--- src/rtl/riscv_hazard.sv ---
// Stall, flush and forwarding control for the 5-stage RISC-V pipeline, with saturating perf counters.
// Optional feature macro: RISCV_HAZARD_FWD_EN (forwarding + load-use stall); undefined = stall on any RAW.
module riscv_hazard #(
    parameter int CNT_W = 16
) (
    input  logic             iclk,
    input  logic             irst,
    input  logic [4:0]       irs1_d,
    input  logic [4:0]       irs2_d,
    input  logic [4:0]       ird_d,
    input  logic             iuses_rs1_d,
    input  logic             iuses_rs2_d,
    input  logic             ird_wr_en_d,
    input  logic             iload_d,
    input  logic             ipc_src_e,
    output logic             ostall_f,
    output logic             ostall_d,
    output logic             oflush_d,
    output logic             oflush_e,
    output logic [1:0]       oforward_a_e,
    output logic [1:0]       oforward_b_e,
    output logic [CNT_W-1:0] ostall_cnt,
    output logic [CNT_W-1:0] oflush_cnt
);

    localparam logic [CNT_W-1:0] CNT_ONE = {{(CNT_W-1){1'b0}}, 1'b1};

    logic [4:0]       rs1_e, rs2_e, rd_e, rd_m, rd_w;
    logic             wr_en_e, load_e, wr_en_m, wr_en_w;
    logic [CNT_W-1:0] stall_cnt, flush_cnt;
    logic             hazard;
    logic [1:0]       fwd_a, fwd_b;

    // x0 is hard-wired zero, so a write to it never creates a dependency.
    function automatic logic src_match(input logic [4:0] src, input logic [4:0] dst,
                                       input logic en);
        return en && (src != 5'd0) && (src == dst);
    endfunction

`ifdef RISCV_HAZARD_FWD_EN
    always_comb begin
        hazard = load_e & ((iuses_rs1_d & src_match(irs1_d, rd_e, wr_en_e)) |
                           (iuses_rs2_d & src_match(irs2_d, rd_e, wr_en_e)));
        fwd_a = 2'b00;
        fwd_b = 2'b00;
        if (src_match(rs1_e, rd_m, wr_en_m))      fwd_a = 2'b10;
        else if (src_match(rs1_e, rd_w, wr_en_w)) fwd_a = 2'b01;
        if (src_match(rs2_e, rd_m, wr_en_m))      fwd_b = 2'b10;
        else if (src_match(rs2_e, rd_w, wr_en_w)) fwd_b = 2'b01;
    end
`else
    // Without bypass paths every producer still in E or M must drain first; W is
    // covered by the register file's write-before-read.
    always_comb begin
        hazard = (iuses_rs1_d & (src_match(irs1_d, rd_e, wr_en_e) |
                                 src_match(irs1_d, rd_m, wr_en_m))) |
                 (iuses_rs2_d & (src_match(irs2_d, rd_e, wr_en_e) |
                                 src_match(irs2_d, rd_m, wr_en_m)));
        fwd_a  = 2'b00;
        fwd_b  = 2'b00;
    end

    logic unused_bits;
    assign unused_bits = ^{rs1_e, rs2_e, load_e, rd_w, wr_en_w};
`endif

    // A taken branch wins over a stall: the decode instruction is wrong-path.
    assign ostall_d     = ~irst & hazard & ~ipc_src_e;
    assign ostall_f     = ostall_d;
    assign oflush_d     = ~irst & ipc_src_e;
    assign oflush_e     = ~irst & (ipc_src_e | hazard);
    assign oforward_a_e = irst ? 2'b00 : fwd_a;
    assign oforward_b_e = irst ? 2'b00 : fwd_b;
    assign ostall_cnt   = irst ? '0 : stall_cnt;
    assign oflush_cnt   = irst ? '0 : flush_cnt;

    always_ff @(posedge iclk) begin
        if (irst) begin
            rs1_e     <= '0;
            rs2_e     <= '0;
            rd_e      <= '0;
            wr_en_e   <= 1'b0;
            load_e    <= 1'b0;
            rd_m      <= '0;
            wr_en_m   <= 1'b0;
            rd_w      <= '0;
            wr_en_w   <= 1'b0;
            stall_cnt <= '0;
            flush_cnt <= '0;
        end else begin
            if (oflush_e) begin
                rs1_e   <= '0;
                rs2_e   <= '0;
                rd_e    <= '0;
                wr_en_e <= 1'b0;
                load_e  <= 1'b0;
            end else begin
                rs1_e   <= irs1_d;
                rs2_e   <= irs2_d;
                rd_e    <= ird_d;
                wr_en_e <= ird_wr_en_d;
                load_e  <= iload_d;
            end
            rd_m    <= rd_e;
            wr_en_m <= wr_en_e;
            rd_w    <= rd_m;
            wr_en_w <= wr_en_m;
            if (ostall_d && (stall_cnt != '1)) stall_cnt <= stall_cnt + CNT_ONE;
            if (ipc_src_e && (flush_cnt != '1)) flush_cnt <= flush_cnt + CNT_ONE;
        end
    end

endmodule

--- config.mk ---
export PLATFORM = sky130hd
export DESIGN_NAME = riscv_hazard
export DESIGN_NICKNAME = d
export VERILOG_FILES = /design/src/rtl/riscv_hazard.sv
export SDC_FILE = /design/constraint.sdc
export NUM_CORES = 1
export LEC_CHECK = 0
export CAP_MARGIN = 5
export CORE_MARGIN = 1
export CORE_UTILIZATION = 49
export DETAILED_ROUTE_END_ITERATION = 10
export GPL_TIMING_DRIVEN = 0
export PLACE_DENSITY = 0.8
export SETUP_SLACK_MARGIN = 0.4
export SLEW_MARGIN = 20
export SYNTH_ARGS = -nofsm -noshare
export SYNTH_HDL_FRONTEND = slang
export SYNTH_SLANG_ARGS = --single-unit
export TNS_END_PERCENT = 20
--- constraint.sdc ---
create_clock -name iclk -period 4.1 [get_ports iclk]
set_input_delay 1.23 -clock iclk [delete_from_list [all_inputs] [get_ports iclk]]
set_output_delay 1.23 -clock iclk [all_outputs]
set_load 0.005 [all_outputs]
# Word-level counts from Yosys, hierarchy flattened
# Cells that the tools add are included.
dict set report classes {
  eq_ne 6
  bitwise_logic 12
  n_mux 2
  add_sub_neg 2
  reduce_logical 13
}
# op n
set op_table {}
lappend op_table {{$add 16x1->16 const B} 2}
lappend op_table {{$mux 16} 2}
lappend op_table {{$ne 16x16->1 const B} 2}
lappend op_table {{$eq 5x5->1} 4}
lappend op_table {{$logic_and 1x1->1} 10}
lappend op_table {{$reduce_bool 5->1} 2}
lappend op_table {{$and 1x1->1} 6}
lappend op_table {{$or 1x1->1} 4}
lappend op_table {{$not 1->1} 2}
lappend op_table {{$reduce_or 2->1} 1}
dict set report word_totals {
  output_inout_bits 40
  ff_bits 44
  word_cells 41
  input_bits 22
}

# Longest topological paths before layout
dict set report depth {
  ltp_word 9
  mapped_depth 7
  depth_no_buf 6
}

# Least setup slack after synthesis
# OpenSTA, ideal clock, no wires.
dict set report synth_path {
  path_kind {in2out}
  start {in irs2_d[1]}
  end {out ostall_f}
  n_path_buf 2
  stages 6
  arrival_time_ns 2.609
  slack_ns 0.261
  path_cell_list {or4_1 o21ai_0 o22a_2 clkbuf_1 nor3_1 buf_4}
}
dict set report synth_via {
  elab_chain_len 8
  elab_cells_between_ends 12
  classes_between {eq/ne (2); bitwise (5); reduce/logical (5)}
}
# item line
set synth_lines {}
lappend synth_lines {{start, declared} 9} ;# input logic [4:0] irs2_d,
lappend synth_lines {{$reduce_bool 5->1} 37} ;# return en && (src != 5'd0) && (src == dst);
lappend synth_lines {{$logic_and 1x1->1 (2 in series)} 37}
lappend synth_lines {{$or 1x1->1 (*)} 57} ;# (iuses_rs2_d & (src_match(irs2_d, rd_e, wr_en_e) |
lappend synth_lines {{$and 1x1->1 (*)} 57}
lappend synth_lines {{$or 1x1->1 (*)} 56} ;# src_match(irs1_d, rd_m, wr_en_m))) |
lappend synth_lines {{$and 1x1->1 (*) (2 in series)} 68} ;# assign ostall_d = ~irst & hazard & ~ipc_src_e;
lappend synth_lines {{end, declared} 16} ;# output logic ostall_f,
# Every way passes the cells marked *; elsewhere a longest branch is shown, timed or not.

# Final worst setup path
dict set report layout_path {
  start {in irs1_d[4]}
  end {reg stall_cnt[5]}
}
dict set report layout_via {
  elab_chain_len 9
  elab_cells_between_ends 13
  classes_between {eq/ne (2); bitwise (5); reduce/logical (6)}
}
# item line
set layout_lines {}
lappend layout_lines {{start, declared} 8} ;# input logic [4:0] irs1_d,
lappend layout_lines {{$reduce_bool 5->1} 37}
lappend layout_lines {{$logic_and 1x1->1 (2 in series)} 37}
lappend layout_lines {{$or 1x1->1 (*)} 55} ;# hazard = (iuses_rs1_d & (src_match(irs1_d, rd_e, wr_en_e) |
lappend layout_lines {{$and 1x1->1 (*)} 55}
lappend layout_lines {{$or 1x1->1 (*)} 56}
lappend layout_lines {{$and 1x1->1 (*) (2 in series)} 68}
lappend layout_lines {{$logic_and 1x1->1 (*)} 108} ;# if (ostall_d && (stall_cnt != '1)) stall_cnt <= stall_cnt + CNT_ONE;
lappend layout_lines {{end signal, assigned} 108}
lappend layout_lines {{end, declared} 30} ;# logic [CNT_W-1:0] stall_cnt, flush_cnt;
# Marks and branches as above.
# A chain may end at the register's enable or synchronous reset.

==> results.yml <==
status:
  outcome: "finished, violations left"
  violations: "setup timing"
setup_path:
  worstSetupPathType: "in -> reg"
  worst-endpoint-arrival_ps: 4350
  crit_family: "buffers and inverters"
  crit_required_ps: 4290
  worstPathBufferInverterCount: 16
  end_kind: "flip-flop"
  worst-path-max-fanout: 4
  worstPathCellList: "buf_8, xor2_2, nor4_2, a32oi_1, buf_4, buf_6, buf_6, buf_6, buf_6, buf_6, buf_6, buf_6, buf_6, buf_6, buf_6, buf_6, buf_6, buf_6, o22ai_4, buf_6, nand3_4, mux2_4"
  crit_top_cell: "buf_6"
  max_stage_delay_ps: 380
  slowest_stage: "nor4_2"
  cp-start-kind: "input port"
yosys:
  synth_ff_type: "dfxtp_1"
  async_flop_share_pct: 0
  syn_inst: 286
  avgSynthCellArea_um2: 8.404
  syn_area_mm2: 0.002404
  synth-seq-cells: 44
  yosysWarnings: 0
  synthDistinctLibCells: 37
  ys_seq_area_share_pct: 36.65
  synth_enable_flop_cells: 0
layout:
  finalNetCount: 409
  n_fill_cell: 315
  n_antenna_cell: 0
  drive_gt1_share_pct: 25.39
  syn2layout_area_growth_pct: 54.35
  multiInputGateArea_mm2: 0.001580
  ff_latch_area_um2: 880.8
  layout_common_cells: "dfxtp_1, clkdlybuf4s50_1, nor2_1"
  final_common_cell: "dfxtp_1"
  final_cells: 453
global_route:
  grt_max_degree: 14
  grt_overflow_total: 0
  grtUsageTotal_pct: 31.94
  antenna_found_initial: 0
  grt_pass1_vias: 2476
  grt_first_pass_wirelength_um: 12540
clocking:
  clock_latency_ps: 300
  clock-sinks: 44
  cts_tree: "done"
  clk_pin_slew_ps: 90
  cts-root-buf: "clkbuf_8"
  ctsHoldBuffers: 0
  clock_path_buffers: 2
  h-tree-depth: 2
  cts_buffers: 5
timing:
  min_period_over_period_pct: 101.4
  rsz0062_at_grt: "yes"
  worst-slew-pin-transition_ps: 1165
  drv_slew: 0
  slew_headroom_pct: 21.65
  whs_ps: 503.1
  clock_skew_ps: 10.68
  setup_viol: 3
  finalSetupTns_ps: -165.5
  period_minus_slack_ps: 4157
  hold_viol: 0
  max_freq_ghz: 0.2406
  setup_ws_ps: -56.86
die:
  die_w_um: 72.04
  row_count: 25
  dieArea_mm2: 0.005189
  core_mm2: 0.004723
  start_util_pct: 50.89
  chipHeight_um: 72.04
  io_pins: 62
detailed_routing:
  wirelength_um: 8193
  drt_iter0_drc: 153
  drc: 0
  dr.pass1.iters: 5
  postRouteAntennaNets: 0
  wl_per_cell_um: 18.09
  vias: 2574
  via_per_inst: 5.682
run:
  drv_cap: 0
place:
  gp_congestion: 0.9047
  numPortBuffers: 54
  dp_hpwl_um: 4319
  post-place-cells: 410
pwr:
  power_density_mw_per_mm2: 238.4
  irDropWorstVdd_v: 0.0001866
  power_mw: 0.8843
  p_leak_nw: 1.471
hold_path:
  hold_path.class: "reg -> reg"
==> cells in the mapped netlist (all sizes together) (6+ instances only) <==
| library cell | count | share of area, % |
|---|---|---|
| nor4 | 11 | 3.4 |
| nor3 | 10 | 2.1 |
| buf | 7 | 2.2 |
| nand3 | 15 | 3.1 |
| clkbuf | 10 | 1.6 |
| nand4 | 8 | 2.1 |
| inv | 6 | 0.94 |
| o21ai | 7 | 1.5 |
| mux2 | 12 | 5.6 |
| nor2b | 34 | 8.8 |
| xnor2 | 12 | 4.4 |
| dfxtp | 44 | 37 |
| nor2 | 34 | 5.3 |
| xor2 | 21 | 7.7 |
| nand2 | 14 | 2.2 |
| and3 | 10 | 2.6 |
==> layer usage <==
| metal | wire length, um | GRT usage [%] | share of wire (%) | vias up |
|---|---|---|---|---|
| met4 | 396 | 16.12 | 4.8 | 0 |
| met5 | 0 | 0 | 0 | - |
| met3 | 553 | 7.083 | 6.7 | 38 |
| met2 | 4007 | 54.82 | 49 | 151 |
| li1 | - | - | - | 1179 |
| met1 | 3235 | 37.55 | 39 | 1206 |
==> sequential cells by signal (all words and copies together) (netlist names) <==
name / cells
flush_cnt: 16
rd_e: 5
rd_m: 5
stall_cnt: 16
wr_en_e: 1
wr_en_m: 1
==> report_power, final <==
| part | switching (mW) | internal [mW] | leakage (nW) |
|---|---|---|---|
| clock network | 0.151 | 0.181 | 0.0552 |
| registers | 0.00862 | 0.433 | 0.356 |
| logic | 0.0579 | 0.0531 | 1.06 |
| total | 0.217 | 0.667 | 1.47 |
==> per-stage QoR <==
step                      instance area, um^2  util, %  setup WS, ps
after floorplan                          2430        -         410.9
after global placement                   3054    64.66        -680.3
after detailed placement                 3054    64.66        -712.3
after CTS                                3561    75.39         138.7
after global routing                     3710    78.54        -91.45
final                                    3710    78.54        -56.86
==> final timing paths <==
check / slack, ps / endpoint / from / depth (start not counted)
setup reg to reg: 540 / stall_cnt[5] / rd_m[4] / 20
hold / removal: 500 / wr_en_m / wr_en_e / 1
hold reg to reg: 500 / wr_en_m / wr_en_e / 1
setup / recovery: -60 / stall_cnt[5] / irs1_d[4] / 22
==> worst reg2reg max path, stage by stage, from the launching register on <==
cell and delay, ps:
dfxtp_1 380, xor2_2 210, nor4_2 370, a32oi_2 220
buf_4 180, buf_6 110, buf_6 110, buf_6 110
buf_4 120, buf_4 120, buf_6 100, buf_6 100
buf_4 120, buf_4 120, buf_6 110, buf_6 100
buf_6 110, o22ai_4 180, buf_6 160, nand3_4 70
mux2_4 340
==> final cells by class <==
| class | instances | share of cell area, % |
|---|---|---|
| flip-flops and latches | 44 | 23.74 |
| inverters | 6 | 0.6071 |
| clock inverters | 2 | 0.9444 |
| clock buffers | 6 | 1.956 |
| well taps | 67 | 2.260 |
| plain buffers | 17 | 4.250 |
| repair buffers | 89 | 23.64 |
| multi-input cells | 222 | 42.60 |
==> timing repair <==
item,CTS,global route
hold endpoints to repair,0,0
buffers inserted,35,0
pin swaps,14,8
setup endpoints to repair,32,22
resized for setup,104,37
==> cells by family (layout without fill, tap and decap cells) <==
family	Yosys count	after routing	synth area share [%]
mux	12	12	5.622
buf+inv	23	120	4.685
other cells	1	4	0.1560
simple gates	149	149	33.68
xor+xnor	33	33	12.03
compound gates	22	22	6.143
flops	44	44	36.65
fa+ha+maj	2	2	1.041
No activity file was read; power rests on OpenSTA's default activity.
